<file path="config.mk">
export PLATFORM = sky130hd
export DESIGN_NAME = pfd_tdc
export DESIGN_NICKNAME = d
export VERILOG_FILES = /design/src/rtl/pfd_tdc.sv
export SDC_FILE = /design/constraint.sdc
export NUM_CORES = 1
export LEC_CHECK = 0
export CAP_MARGIN = 20
export CELL_PAD_IN_SITES_DETAIL_PLACEMENT = 0
export CELL_PAD_IN_SITES_GLOBAL_PLACEMENT = 1
export CORE_MARGIN = 3
export CORE_UTILIZATION = 43
export DETAILED_ROUTE_END_ITERATION = 10
export PLACE_DENSITY = 0.84
export SYNTH_ARGS = -nofsm -noshare
export SYNTH_HDL_FRONTEND = slang
export SYNTH_SLANG_ARGS = --single-unit
</file>
<file path="constraint.sdc">
create_clock -name clk -period 2 [get_ports clk]
set_input_delay 0.6 -clock clk [delete_from_list [all_inputs] [get_ports clk]]
set_output_delay 0.6 -clock clk [all_outputs]
set_load 0.005 [all_outputs]
</file>
<file path="src/rtl/pfd_tdc.sv">
// Phase-frequency detector with time-to-digital edge-offset measurement for the PLL loop filter.
// Optional lock detector is built only when PFD_LOCK_DETECT_EN is defined; otherwise lock is tied 0.
module pfd_tdc #(
  parameter int CNT_W       = 8,
  parameter int SYNC_STAGES = 2,
  parameter int LOCK_TOL    = 2,
  parameter int LOCK_CYCLES = 16
) (
  input  logic             clk,
  input  logic             rst,
  input  logic             en,
  input  logic             ref_in,
  input  logic             fb_in,
  output logic             up,
  output logic             dn,
  output logic [CNT_W-1:0] phase_err,
  output logic             err_valid,
  output logic             err_sat,
  output logic             slip,
  output logic             lock
);

  typedef enum logic [1:0] {
    ST_IDLE     = 2'd0,
    ST_REF_LEAD = 2'd1,
    ST_FB_LEAD  = 2'd2
  } state_t;

  localparam logic [CNT_W-1:0] CNT_MAX  = {1'b0, {(CNT_W-1){1'b1}}};
  localparam logic [CNT_W-1:0] CNT_ONE  = {{(CNT_W-1){1'b0}}, 1'b1};
  localparam logic [CNT_W-1:0] CNT_ZERO = {CNT_W{1'b0}};

  logic [SYNC_STAGES-1:0] ref_sync_q, ref_sync_d, fb_sync_q, fb_sync_d;
  logic                   ref_dly_q, ref_dly_d, fb_dly_q, fb_dly_d;
  logic                   rr_s, fr_s;
  state_t                 state_q, state_d;
  logic [CNT_W-1:0]       cnt_q, cnt_d, cnt_inc_s;
  logic [CNT_W-1:0]       phase_err_q, phase_err_d;
  logic                   err_valid_q, err_valid_d;
  logic                   err_sat_q, err_sat_d;
  logic                   slip_q, slip_d;
  logic                   up_q, up_d, dn_q, dn_d;

  // Synchroniser shift and rise detection; keeps running while disabled so no stale edge survives.
  always_comb begin
    ref_sync_d = {ref_sync_q[SYNC_STAGES-2:0], ref_in};
    fb_sync_d  = {fb_sync_q[SYNC_STAGES-2:0], fb_in};
    ref_dly_d  = ref_sync_q[SYNC_STAGES-1];
    fb_dly_d   = fb_sync_q[SYNC_STAGES-1];
    rr_s       = ref_sync_q[SYNC_STAGES-1] & ~ref_dly_q;
    fr_s       = fb_sync_q[SYNC_STAGES-1] & ~fb_dly_q;
  end

  // Detector next state, measurement counter and result capture.
  always_comb begin
    state_d     = state_q;
    cnt_d       = cnt_q;
    phase_err_d = phase_err_q;
    err_valid_d = 1'b0;
    err_sat_d   = 1'b0;
    slip_d      = 1'b0;
    cnt_inc_s   = (cnt_q == CNT_MAX) ? CNT_MAX : (cnt_q + CNT_ONE);
    if (!en) begin
      state_d = ST_IDLE;
      cnt_d   = CNT_ZERO;
    end else begin
      case (state_q)
        ST_IDLE: begin
          if (rr_s && fr_s) begin
            err_valid_d = 1'b1;
            phase_err_d = CNT_ZERO;
            cnt_d       = CNT_ZERO;
          end else if (rr_s) begin
            state_d = ST_REF_LEAD;
            cnt_d   = CNT_ONE;
          end else if (fr_s) begin
            state_d = ST_FB_LEAD;
            cnt_d   = CNT_ONE;
          end else begin
            cnt_d = CNT_ZERO;
          end
        end
        ST_REF_LEAD: begin
          if (fr_s) begin
            err_valid_d = 1'b1;
            phase_err_d = cnt_q;
            err_sat_d   = (cnt_q == CNT_MAX);
            // A fresh leading edge in the closing cycle starts the next measurement at once.
            state_d     = rr_s ? ST_REF_LEAD : ST_IDLE;
            cnt_d       = rr_s ? CNT_ONE : CNT_ZERO;
          end else if (rr_s) begin
            slip_d = 1'b1;
            cnt_d  = cnt_inc_s;
          end else begin
            cnt_d = cnt_inc_s;
          end
        end
        ST_FB_LEAD: begin
          if (rr_s) begin
            err_valid_d = 1'b1;
            phase_err_d = ~cnt_q + CNT_ONE;
            err_sat_d   = (cnt_q == CNT_MAX);
            state_d     = fr_s ? ST_FB_LEAD : ST_IDLE;
            cnt_d       = fr_s ? CNT_ONE : CNT_ZERO;
          end else if (fr_s) begin
            slip_d = 1'b1;
            cnt_d  = cnt_inc_s;
          end else begin
            cnt_d = cnt_inc_s;
          end
        end
        default: begin
          state_d = ST_IDLE;
          cnt_d   = CNT_ZERO;
        end
      endcase
    end
    up_d = (state_d == ST_REF_LEAD);
    dn_d = (state_d == ST_FB_LEAD);
  end

  // State, synchroniser and output registers.
  always_ff @(posedge clk or posedge rst) begin
    if (rst) begin
      ref_sync_q  <= {SYNC_STAGES{1'b0}};
      fb_sync_q   <= {SYNC_STAGES{1'b0}};
      ref_dly_q   <= 1'b0;
      fb_dly_q    <= 1'b0;
      state_q     <= ST_IDLE;
      cnt_q       <= CNT_ZERO;
      phase_err_q <= CNT_ZERO;
      err_valid_q <= 1'b0;
      err_sat_q   <= 1'b0;
      slip_q      <= 1'b0;
      up_q        <= 1'b0;
      dn_q        <= 1'b0;
    end else begin
      ref_sync_q  <= ref_sync_d;
      fb_sync_q   <= fb_sync_d;
      ref_dly_q   <= ref_dly_d;
      fb_dly_q    <= fb_dly_d;
      state_q     <= state_d;
      cnt_q       <= cnt_d;
      phase_err_q <= phase_err_d;
      err_valid_q <= err_valid_d;
      err_sat_q   <= err_sat_d;
      slip_q      <= slip_d;
      up_q        <= up_d;
      dn_q        <= dn_d;
    end
  end

  assign up        = up_q;
  assign dn        = dn_q;
  assign phase_err = phase_err_q;
  assign err_valid = err_valid_q;
  assign err_sat   = err_sat_q;
  assign slip      = slip_q;

`ifdef PFD_LOCK_DETECT_EN
  localparam int                 LK_W   = $clog2(LOCK_CYCLES + 1);
  localparam logic [LK_W-1:0]    LK_MAX = LK_W'(LOCK_CYCLES);
  localparam logic [LK_W-1:0]    LK_ONE = {{(LK_W-1){1'b0}}, 1'b1};
  localparam logic signed [CNT_W-1:0] TOL_P = CNT_W'(LOCK_TOL);
  localparam logic signed [CNT_W-1:0] TOL_N = -TOL_P;

  logic [LK_W-1:0] run_q, run_d;
  logic            lock_q, lock_d;
  logic            in_tol_s;

  // Count consecutive in-tolerance strobes; any bad result or disable restarts the run.
  always_comb begin
    in_tol_s = ($signed(phase_err_q) <= TOL_P) && ($signed(phase_err_q) >= TOL_N);
    if (!en || slip_q || (err_valid_q && (err_sat_q || !in_tol_s))) begin
      run_d = {LK_W{1'b0}};
    end else if (err_valid_q && (run_q != LK_MAX)) begin
      run_d = run_q + LK_ONE;
    end else begin
      run_d = run_q;
    end
    lock_d = (run_d == LK_MAX);
  end

  // Lock run counter and indicator registers.
  always_ff @(posedge clk or posedge rst) begin
    if (rst) begin
      run_q  <= {LK_W{1'b0}};
      lock_q <= 1'b0;
    end else begin
      run_q  <= run_d;
      lock_q <= lock_d;
    end
  end

  assign lock = lock_q;
`else
  assign lock = 1'b0;
`endif

endmodule
</file>
==> impl_table.tex, run 1 <==
\begin{tabular}{lr}
\hline
Metric & Value \\
\hline
\multicolumn{2}{l}{\textbf{Run status}} \\
\quad Run status & finished clean \\
\multicolumn{2}{l}{\textbf{Critical path}} \\
\quad Element type at the critical path end & register \\
\quad Longest individual stage delay on the worst path & 0.49 ns \\
\quad Critical register-to-register path startpoint & state\_q[0]\$\_DFF\_PP0\_ \\
\quad Number of buffer and inverter stages on the critical path & 1 \\
\quad List of cells traversed by the critical path & inv\_1 -> ha\_1 -> a22o\_1 -> a222oi\_1 -> and3\_1 \\
\quad Worst setup path startpoint & state\_q[0]\$\_DFF\_PP0\_ \\
\quad Arrival time at the worst endpoint & 2.07 ns \\
\quad Required time at the worst-slack endpoint & 2.21 ns \\
\quad Top fanout value on the critical path & 8 \\
\quad Worst setup path class & register to register \\
\quad Family with the most delay on the worst path & compound AO/OA/AOI/OAI gates \\
\quad Type of element launching the critical path & register \\
\quad Cell type of the slowest stage on the worst timing path & sky130\_fd\_sc\_hd\_\_a222oi\_1 \\
\multicolumn{2}{l}{\textbf{Placed design}} \\
\quad Input/output buffers & 17 \\
\quad Placed cell count & between 200 and 250 \\
\quad Estimated wirelength of the detail-placed design & approximately 2400 µm \\
\quad RD Place Congestion & $\sim$0.86 \\
\multicolumn{2}{l}{\textbf{Timing}} \\
\quad Final Max Slew Viols & 0 \\
\quad Max-slew headroom & around 62\% \\
\quad Setup TNS Final & 0 ns \\
\quad Worst Clk Skew & 0.00550 ns \\
\quad Final hold violation count & 0 \\
\quad Setup repair after global routing missed its margin & no \\
\quad Total of endpoints with negative setup slack in the final report & 0 \\
\quad Worst Hold Margin & 0.348 ns \\
\quad Worst-Margin Slew & 0.568 ns \\
\quad Post-route fraction of the period consumed by the critical path & 93.1\% \\
\quad Crit path time final & 1.86 ns \\
\quad Upper clock frequency limit & roughly 540 MHz \\
\multicolumn{2}{l}{\textbf{Synth}} \\
\quad Most common flop cell mapped by yosys & sky130\_fd\_sc\_hd\_\_dfrtp\_1 \\
\quad Number of enable flip-flop cells after synthesis & 0 \\
\quad Largest cells by area after synthesis & sky130\_fd\_sc\_hd\_\_dfrtp\_1 46\%, sky130\_fd\_sc\_hd\_\_ha\_1 7.1\%, sky130\_fd\_sc\_hd\_\_a21oi\_1 3.5\% \\
\quad Top cell type by total area after synthesis & sky130\_fd\_sc\_hd\_\_dfrtp\_1 \\
\quad Fraction of post-synthesis cell area in the top cell type by area & between 40\% and 50\% \\
\quad Net count of the mapped netlist & between 150 and 200 \\
\quad Synth Area per Inst & 10.2 µm² \\
\quad Fraction of registers with async set/reset & between 90\% and 100\% \\
\quad Synth warn & 0 \\
\quad Cell area after technology mapping & 1590 µm² \\
\quad Number of synthesized register bits & 29 \\
\quad Seq/Total Area, Yosys & between 40\% and 50\% \\
\quad Number of distinct library cells after synthesis & 44 \\
\quad Gate count of the mapped netlist & 155 \\
\multicolumn{2}{l}{\textbf{Clock tree}} \\
\quad Clock buffer count from CTS & 5 \\
\quad Clk buf depth & 2 \\
\quad Count of cells resized by post-cts repair & 0 \\
\quad Clock sink count & 29 \\
\quad Post-CTS Setup Repair Bufs & 0 \\
\quad Htree depth & 2 \\
\quad Number of buffers added to fix hold violations after cts & 0 \\
\quad CTS tree & built \\
\quad Clock slew at the register clock pins of the worst setup and hold paths & 0.06 ns \\
\quad Master cell of the clock root buffer & sky130\_fd\_sc\_hd\_\_clkbuf\_8 \\
\quad Clock network latency to the later pin of the worst-skew pair & between 0.2 and 0.3 ns \\
\multicolumn{2}{l}{\textbf{Detailed routing}} \\
\quad Detail Route Antenna Nets & 0 \\
\quad Number of design-rule violations left by the first detailed-router iteration & 67 \\
\quad Routed vias/inst & 5.32 \\
\quad Routed wirelength normalized by instance count & 14.3 µm \\
\quad Number of iterations in the first detailed-routing pass & 7 \\
\quad Detailed-route via count & $\sim$1200 \\
\quad Total Wirelength & about 3200 µm \\
\quad Residual DRC count & 0 \\
\multicolumn{2}{l}{\textbf{Global routing}} \\
\quad Met1 global-route usage & 23.7\% \\
\quad Most utilized layer in the global route result & met2 \\
\quad Largest net degree at the start of global routing & 30 \\
\quad Global-route wire length before repair & 5780 µm \\
\quad Total routing usage reported by global routing & 17.2\% \\
\quad Number of antenna violations at the first check in global routing & 0 \\
\quad Routing usage on met3 & under 10\% \\
\quad GR met2 Demand/Resource & between 20\% and 30\% \\
\quad Number of global-route vias before repair & 1247 \\
\quad Overflow after GRT & 0 \\
\multicolumn{2}{l}{\textbf{Floorplan}} \\
\quad I/O Pins & 19 \\
\quad Die X-Extent & 66.7 µm \\
\quad \# rows & 21 \\
\quad Area of the die & 4450 µm² \\
\quad Height of the chip & 66.7 µm \\
\quad Starting utilization of the core area & between 40\% and 50\% \\
\quad Area of the core region & 3440 µm² \\
\multicolumn{2}{l}{\textbf{Layout}} \\
\quad Most frequent standard cell in the layout excluding fill and tap cells & sky130\_fd\_sc\_hd\_\_dfrtp\_1 \\
\quad Area of all sequential standard cells & between 700 and 800 µm² \\
\quad Share of layout cells above drive strength 1 & between 10\% and 20\% \\
\quad Antenna Diode Count & 0 \\
\quad Non-filler cells in the finished layout & 227 \\
\quad Final layout net count & 194 \\
\quad Leading cell types in the layout, fill and taps excluded & 29 x sky130\_fd\_sc\_hd\_\_dfrtp\_1, 17 x sky130\_fd\_sc\_hd\_\_clkdlybuf4s50\_1, 11 x sky130\_fd\_sc\_hd\_\_a21oi\_1, 11 x sky130\_fd\_sc\_hd\_\_inv\_1, 11 x sky130\_fd\_sc\_hd\_\_buf\_4 \\
\quad Area of the multi-input gates & 758 µm² \\
\quad Final core utilization & 55.7\% \\
\quad P\&R area growth vs syn & 20.9\% \\
\quad Layout filler cell count & 301 \\
\multicolumn{2}{l}{\textbf{Power}} \\
\quad Power per Cell Area & a little over 700 nW/µm² \\
\quad Reported leakage power & roughly 0.84 nW \\
\quad Tot Pwr & 1.35 mW \\
\quad VDD IR max & 475 µV \\
\multicolumn{2}{l}{\textbf{Min path}} \\
\quad Type of the tightest min-delay check & register to register \\
\quad Worst hold path startpoint & fb\_sync\_q[0]\$\_DFF\_PP0\_ \\
\multicolumn{2}{l}{\textbf{Job}} \\
\quad Max-cap violations & 0 \\
\hline
\end{tabular}
[power by group]
part | internal (mW) | switching (mW)
Sequential | 0.617 | 0.0175
Combinational | 0.130 | 0.142
Clock | 0.240 | 0.207
Total | 0.987 | 0.367
[routing by layer]
metal / up-vias / part of all wire, %
met5: - / 0
met2: 34 / 47
met4: 0 / 1.2
li1: 596 / -
met3: 6 / 6.0
met1: 572 / 46
[layout make-up]
class | count | share of cell area (%)
Clock buffer | 6 | 3.78
Tap cell | 46 | 3.00
Multi-Input combinational cell | 105 | 39.5
Sequential cell | 29 | 37.8
Clock inverter | 2 | 0.522
Inverter | 11 | 2.15
Timing Repair Buffer | 28 | 13.2
[final timing paths]
path	end	slack [ns]	depth (start not counted)
min in group asynchronous	state_q[0]$_DFF_PP0_	0.69	3
worst min register to register	fb_sync_q[1]$_DFF_PP0_	0.35	0
worst max-delay path	up$_DFF_PP0_	0.14	5
worst max register to register	up$_DFF_PP0_	0.14	5
worst min-delay path	fb_sync_q[1]$_DFF_PP0_	0.35	0
max in group asynchronous	cnt_q[4]$_DFF_PP0_	1.04	3
[worst register-to-register path: stages (launching register included)]
cell and delay (ns):
sky130_fd_sc_hd__dfrtp_1 0.41, sky130_fd_sc_hd__inv_1 0.10, sky130_fd_sc_hd__ha_1 0.31, sky130_fd_sc_hd__a22o_1 0.26
sky130_fd_sc_hd__a222oi_1 0.49, sky130_fd_sc_hd__and3_1 0.22
[cells in the mapped netlist (all sizes together) (2+ instances only)]
cell type and instances:
dfrtp 29, a21oi 11, inv 11, ha 9, buf 8, nand2 8
a22oi 7, nand3 7, nor2 7, mux2 4, nand2b 4, nor2b 4
nor3 4, o2bb2ai 4, xor2 4, o21a 3, xnor2 3, a211oi 2
and3 2, and4 2, clkbuf 2, nor4 2, o22ai 2
[state kept, by name, summed over array words and instances, names as in the netlist, 2 cells and up]
register / cells
ref_sync_q: 2
phase_err: 8
state_q: 2
cnt_q: 8
fb_sync_q: 2
[logic make-up after synthesis]
group	count (synthesis)	share of synthesized area, %
simple gates	46	16.8
compound gates	38	16.8
flops	29	45.7
buf+inv	21	6.62
fa+ha+maj	9	7.10
xor+xnor	7	3.86
mux	4	2.84
other cells	1	0.236
[stage by stage]
step                      cell area, µm²  setup slack, ns
after floorplan                     1590            0.254
after global placement              1830           0.0920
after detailed placement            1830          0.00954
after CTS                           1920            0.144
after global routing                1920           0.0139
final                               1920            0.139
Note: power is estimated with default switching activity, not from simulation.
==> run 2, diff against run 1 <==
Settings changed: CORE_UTILIZATION 43 to 48, DONT_BUFFER_PORTS set to 1, PLACE_DENSITY 0.84 to 0.82.
==> run 2 against run 1 <==
  * Combinational power is 17% lower
  * Hold slack got worse by 0.12 ns
  * Sequential power rose by 0.6%
  * Register-to-register slack barely moved
  * Clock skew is 0.0015 ns higher
  * Largest cell class unchanged
  * Setup slack better by 0.0069 ns
  * Final cell count shrank 10%
  * Power is 13% lower
  * Routed wire length decreased by 9.0%
  * Critical path depth is 1 higher
==> impl_table.tex, run 2 (synthesis results as in run 1) <==
\begin{tabular}{lr}
\hline
Metric & Value \\
\hline
\multicolumn{2}{l}{\textbf{Clock tree}} \\
\quad Number of buffers added to fix hold violations after cts & 0 \\
\quad Clock sink count & 29 \\
\quad Clock buffer count from CTS & 5 \\
\quad CTS tree & built \\
\quad Count of cells resized by post-cts repair & 0 \\
\quad Clock network latency to the later pin of the worst-skew pair & 0.32 ns \\
\quad Post-CTS Setup Repair Bufs & 0 \\
\quad Htree depth & 2 \\
\quad Clock slew at the register clock pins of the worst setup and hold paths & $\sim$0.090 ns \\
\quad Clk buf depth & 2 \\
\quad Master cell of the clock root buffer & sky130\_fd\_sc\_hd\_\_clkbuf\_4 \\
\multicolumn{2}{l}{\textbf{Timing}} \\
\quad Worst Clk Skew & 0.00696 ns \\
\quad Post-route fraction of the period consumed by the critical path & 92.7\% \\
\quad Upper clock frequency limit & $\sim$540 MHz \\
\quad Setup TNS Final & 0 ns \\
\quad Setup repair after global routing missed its margin & no \\
\quad Worst setup slack after layout & 0.145 ns \\
\quad Total of endpoints with negative setup slack in the final report & 0 \\
\quad Final Max Slew Viols & 0 \\
\quad Final hold violation count & 0 \\
\quad Crit path time final & 1.85 ns \\
\multicolumn{2}{l}{\textbf{Min path}} \\
\quad Type of the tightest min-delay check & input pin to asynchronous set/reset pin \\
\multicolumn{2}{l}{\textbf{Power}} \\
\quad Power per Cell Area & 699 nW/µm² \\
\quad Reported leakage power & 0.746 nW \\
\quad VDD IR max & roughly 430 µV \\
\multicolumn{2}{l}{\textbf{Placed design}} \\
\quad Setup Slack @ Placement & 0.112 ns \\
\quad Placed standard-cell area & 1630 µm² \\
\quad Estimated wirelength of the detail-placed design & 2110 µm \\
\quad Placed cell count & 196 \\
\quad RD Place Congestion & 0.916 \\
\quad Input/output buffers & 0 \\
\multicolumn{2}{l}{\textbf{Global routing}} \\
\quad Number of global-route vias before repair & 1115 \\
\quad Number of antenna violations at the first check in global routing & 0 \\
\quad Overflow after GRT & 0 \\
\quad Total routing usage reported by global routing & 16.2\% \\
\quad Global-route wire length before repair & 5060 µm \\
\quad Largest net degree at the start of global routing & 30 \\
\multicolumn{2}{l}{\textbf{Layout}} \\
\quad Antenna Diode Count & 0 \\
\quad Area of all placed cells without fillers & 1690 µm² \\
\quad Final core utilization & between 50 and 60\% \\
\quad Most frequent standard cell in the layout excluding fill and tap cells & sky130\_fd\_sc\_hd\_\_dfrtp\_1 \\
\quad Non-filler cells in the finished layout & a little over 200 \\
\quad Area of all sequential standard cells & 726 µm² \\
\quad Final layout net count & 173 \\
\quad Leading cell types in the layout, fill and taps excluded & 29 x sky130\_fd\_sc\_hd\_\_dfrtp\_1, 11 x sky130\_fd\_sc\_hd\_\_a21oi\_1, 11 x sky130\_fd\_sc\_hd\_\_inv\_1, 9 x sky130\_fd\_sc\_hd\_\_ha\_1 \\
\quad Share of layout cells above drive strength 1 & 16.3\% \\
\quad Area of the multi-input gates & about 770 µm² \\
\quad Layout filler cell count & $\sim$290 \\
\quad P\&R area growth vs syn & 6.62\% \\
\multicolumn{2}{l}{\textbf{Critical path}} \\
\quad Required time at the worst-slack endpoint & 2.20 ns \\
\quad Top fanout value on the critical path & 7 \\
\quad End of the worst register-to-register path & phase\_err[6]\$\_DFFE\_PP0P\_ \\
\quad Worst setup path class & register to register \\
\quad Type of element launching the critical path & register \\
\quad Critical register-to-register path startpoint & cnt\_q[1]\$\_DFF\_PP0\_ \\
\quad Element type at the critical path end & register \\
\quad Count of cells along the worst register-to-register path & 6 \\
\quad Minimum setup slack among reg-to-reg paths & between 0.1 and 0.15 ns \\
\quad Arrival time at the worst endpoint & $\sim$2 ns \\
\multicolumn{2}{l}{\textbf{Detailed routing}} \\
\quad Residual DRC count & 0 \\
\quad Detail Route Antenna Nets & 0 \\
\quad Total Wirelength & 2950 µm \\
\quad Number of design-rule violations left by the first detailed-router iteration & 56 \\
\quad Routed vias/inst & roughly 5.7 \\
\quad Routed wirelength normalized by instance count & 14.5 µm \\
\quad Number of iterations in the first detailed-routing pass & 4 \\
\quad Detailed-route via count & 1164 \\
\multicolumn{2}{l}{\textbf{Floorplan}} \\
\quad I/O Pins & 19 \\
\quad Height of the chip & 63.5 µm \\
\quad Starting utilization of the core area & 51.1\% \\
\quad Area of the die & 4030 µm² \\
\quad \# rows & 20 \\
\quad Area of the core region & 3100 µm² \\
\quad Die X-Extent & 63.5 µm \\
\multicolumn{2}{l}{\textbf{Run status}} \\
\quad Run status & finished clean \\
\multicolumn{2}{l}{\textbf{Job}} \\
\quad Max-cap violations & 0 \\
\hline
\end{tabular}
run 2: layer usage:
metal	vias to the layer above	GRT usage (%)	share of wire (%)
met1	561	20.9	47
met5	-	0	0
li1	557	-	-
met3	4	8.02	7.2
met2	42	23.9	45
met4	0	4.58	1.1
run 2: power breakdown:
part | total (mW) | internal [mW] | switching, mW
logic | 0.226 | 0.0961 | 0.130
registers | 0.638 | 0.616 | 0.0219
clock network | 0.319 | 0.133 | 0.186
total | 1.18 | 0.845 | 0.338
run 2: per-stage QoR:
stage	hold WS (ns)	power, mW
final	0.227	1.18
after global placement	0.335	0.865
after detailed placement	0.341	0.870
after floorplan	0.331	0.812
after CTS	0.225	1.19
after global routing	0.233	1.27
run 2: area by class of cell:
cell class / instances / area share [%]
clock buffers: 6 / 2.44
repair buffers: 7 / 3.11
inverters: 11 / 2.44
flip-flops and latches: 29 / 42.9
well taps: 44 / 3.25
clock inverters: 2 / 0.592
multi-input cells: 105 / 45.3
run 2: how the worst max path moves through the flow:
stage                             from                  endpoint  slack, ns  depth (start not counted)
2_1_floorplan  ref_sync_q[1]$_DFF_PP0_  phase_err[0]$_DFFE_PP0P_       0.25                          8
3_3_place_gp        cnt_q[1]$_DFF_PP0_  phase_err[6]$_DFFE_PP0P_       0.13                          6
3_5_place_dp        cnt_q[1]$_DFF_PP0_  phase_err[6]$_DFFE_PP0P_       0.11                          6
4_1_cts             cnt_q[1]$_DFF_PP0_  phase_err[6]$_DFFE_PP0P_       0.09                          6
5_1_grt             cnt_q[1]$_DFF_PP0_  phase_err[6]$_DFFE_PP0P_      0.007                          6
6_report            cnt_q[1]$_DFF_PP0_  phase_err[6]$_DFFE_PP0P_       0.15                          6
run 2: critical path: stages, from the launching register on:
cell	delay (ns)
sky130_fd_sc_hd__dfrtp_1	0.45
sky130_fd_sc_hd__inv_1	0.08
sky130_fd_sc_hd__ha_1	0.21
sky130_fd_sc_hd__or3b_4	0.41
sky130_fd_sc_hd__o311a_1	0.31
sky130_fd_sc_hd__a211oi_2	0.20
sky130_fd_sc_hd__o2bb2ai_1	0.08
==> run 3, diff against run 2 <==
Settings changed: CORE_UTILIZATION 48 to 35, GPL_ROUTABILITY_DRIVEN set to 1, PLACE_DENSITY 0.82 to 0.64.
==> run 3 against run 2 <==
  * Die area increased by 33%
  * Register-to-register slack about the same
  * Non-clock buffer count grew 4
  * Routed wire length increased by 9.6%
==> impl_table.tex, run 3 (synthesis results as in run 1) <==
\begin{tabular}{lr}
\hline
Metric & Value \\
\hline
\multicolumn{2}{l}{\textbf{Floorplan}} \\
\quad Die X-Extent & between 70 and 80 µm \\
\quad Starting utilization of the core area & 38.0\% \\
\quad \# rows & 23 \\
\quad Area of the die & 5380 µm² \\
\quad I/O Pins & 19 \\
\quad Area of the core region & 4170 µm² \\
\quad Height of the chip & 73.3 µm \\
\multicolumn{2}{l}{\textbf{Global routing}} \\
\quad Overflow after GRT & 0 \\
\quad Number of global-route vias before repair & 1135 \\
\quad Total routing usage reported by global routing & 13.2\% \\
\quad Largest net degree at the start of global routing & 30 \\
\quad Number of antenna violations at the first check in global routing & 0 \\
\quad Global-route wire length before repair & 5420 µm \\
\multicolumn{2}{l}{\textbf{Power}} \\
\quad VDD IR max & 414 µV \\
\quad Reported leakage power & 0.773 nW \\
\quad Power per Cell Area & 754 nW/µm² \\
\multicolumn{2}{l}{\textbf{Timing}} \\
\quad Total of endpoints with negative setup slack in the final report & 0 \\
\quad Post-route fraction of the period consumed by the critical path & between 90 and 100\% \\
\quad Setup TNS Final & 0 ns \\
\quad Final Max Slew Viols & 0 \\
\quad Upper clock frequency limit & around 540 MHz \\
\quad Final hold violation count & 0 \\
\quad Worst Clk Skew & 0.00686 ns \\
\quad Setup repair after global routing missed its margin & no \\
\quad Crit path time final & 1.84 ns \\
\multicolumn{2}{l}{\textbf{Clock tree}} \\
\quad CTS tree & built \\
\quad Htree depth & 2 \\
\quad Number of buffers added to fix hold violations after cts & 0 \\
\quad Clock network latency to the later pin of the worst-skew pair & 0.28 ns \\
\quad Master cell of the clock root buffer & sky130\_fd\_sc\_hd\_\_clkbuf\_8 \\
\quad Clk buf depth & 2 \\
\quad Clock slew at the register clock pins of the worst setup and hold paths & approximately 0.060 ns \\
\quad Clock buffer count from CTS & 5 \\
\quad Clock sink count & 29 \\
\multicolumn{2}{l}{\textbf{Critical path}} \\
\quad List of cells traversed by the critical path & nand2b\_4 -> inv\_1 -> ha\_1 -> o21a\_1 -> a222oi\_1 -> buf\_4 -> nor3\_1 \\
\quad Minimum setup slack among reg-to-reg paths & 0.16 ns \\
\quad Number of buffer and inverter stages on the critical path & 2 \\
\quad Required time at the worst-slack endpoint & 2.15 ns \\
\quad Cell type of the slowest stage on the worst timing path & sky130\_fd\_sc\_hd\_\_dfrtp\_1 \\
\quad Longest individual stage delay on the worst path & 0.41 ns \\
\quad Worst setup path class & register to register \\
\quad Type of element launching the critical path & register \\
\quad Element type at the critical path end & register \\
\quad Arrival time at the worst endpoint & 2.00 ns \\
\quad Family with the most delay on the worst path & compound AO/OA/AOI/OAI gates \\
\quad Top fanout value on the critical path & 7 \\
\multicolumn{2}{l}{\textbf{Placed design}} \\
\quad RD Place Congestion & 0.886 \\
\quad Input/output buffers & 0 \\
\quad Estimated wirelength of the detail-placed design & 2400 µm \\
\multicolumn{2}{l}{\textbf{Detailed routing}} \\
\quad Total Wirelength & 3240 µm \\
\quad Routed wirelength normalized by instance count & 15.1 µm \\
\quad Residual DRC count & 0 \\
\quad Detailed-route via count & between 1000 and 1500 \\
\quad Number of iterations in the first detailed-routing pass & 6 \\
\quad Routed vias/inst & 5.38 \\
\quad Detail Route Antenna Nets & 0 \\
\quad Number of design-rule violations left by the first detailed-router iteration & 51 \\
\multicolumn{2}{l}{\textbf{Run status}} \\
\quad Run status & finished clean \\
\multicolumn{2}{l}{\textbf{Layout}} \\
\quad Final layout net count & 177 \\
\quad P\&R area growth vs syn & 10.3\% \\
\quad Final core utilization & 41.9\% \\
\quad Most frequent standard cell in the layout excluding fill and tap cells & sky130\_fd\_sc\_hd\_\_dfrtp\_1 \\
\quad Share of layout cells above drive strength 1 & 15.9\% \\
\quad Antenna Diode Count & 0 \\
\quad Leading cell types in the layout, fill and taps excluded & 29 x sky130\_fd\_sc\_hd\_\_dfrtp\_1, 11 x sky130\_fd\_sc\_hd\_\_a21oi\_1, 11 x sky130\_fd\_sc\_hd\_\_inv\_1, 11 x sky130\_fd\_sc\_hd\_\_buf\_4, 9 x sky130\_fd\_sc\_hd\_\_ha\_1 \\
\multicolumn{2}{l}{\textbf{Min path}} \\
\quad Type of the tightest min-delay check & input pin to asynchronous set/reset pin \\
\multicolumn{2}{l}{\textbf{Job}} \\
\quad Max-cap violations & 0 \\
\hline
\end{tabular}
run 3: changes by cell type in the layout (fill, tap and decap cells not counted), sizes merged:
cell / previous run / this run
clkinv: 2 / 0
buf: 7 / 11
clkbuf: 6 / 8
run 3: what timing repair did:
action / in CTS / in global routing
setup buffers: 0 / 1
gates resized for setup: 0 / 1
endpoints found under the setup margin: 0 / 4
run 3: area by class of cell:
class,instances,area (µm²)
clock buffers,8,80.1
well taps,50,62.6
multi-input cells,105,758
flip-flops and latches,29,726
inverters,11,41.3
fillers,388,2420
repair buffers,11,82.6
run 3: where the power goes:
group | switching [mW] | total, mW | internal [mW]
registers | 0.0219 | 0.639 | 0.617
clock network | 0.200 | 0.446 | 0.246
logic | 0.133 | 0.234 | 0.101
total | 0.355 | 1.32 | 0.964
run 3: worst paths after layout:
check,startpoint,to,cells after the start
worst min-delay path,rst,phase_err[3]$_DFFE_PP0P_,2
worst min register to register,ref_sync_q[0]$_DFF_PP0_,ref_sync_q[1]$_DFF_PP0_,0
worst max register to register,ref_sync_q[1]$_DFF_PP0_,dn$_DFF_PP0_,7
max in group asynchronous,rst,cnt_q[0]$_DFF_PP0_,2
min in group clk,fb_in,fb_sync_q[0]$_DFF_PP0_,0
worst max-delay path,ref_sync_q[1]$_DFF_PP0_,dn$_DFF_PP0_,7
run 3: metrics by stage:
stage / instance area, µm² / setup WS (ns) / std cells / total power [mW] / hold WS, ns
floorplan: 1590 / 0.254 / 155 / 0.812 / 0.331
global placement: 1660 / 0.191 / 205 / 0.874 / 0.346
detailed placement: 1660 / 0.124 / 205 / 0.879 / 0.345
CTS: 1740 / 0.111 / 213 / 1.34 / 0.282
global route: 1750 / 0.00394 / 214 / 1.39 / 0.320
finish: 1750 / 0.158 / 214 / 1.32 / 0.272
run 3: per-layer routing:
| layer | vias to the layer above | share of wire [%] | global-route usage [%] |
|---|---|---|---|
| li1 | 567 | - | - |
| met1 | 555 | 47 | 16.1 |
| met2 | 24 | 46 | 20.3 |
| met3 | 6 | 5.9 | 6.29 |
| met4 | 0 | 1.3 | 5.03 |
| met5 | - | 0 | 0 |
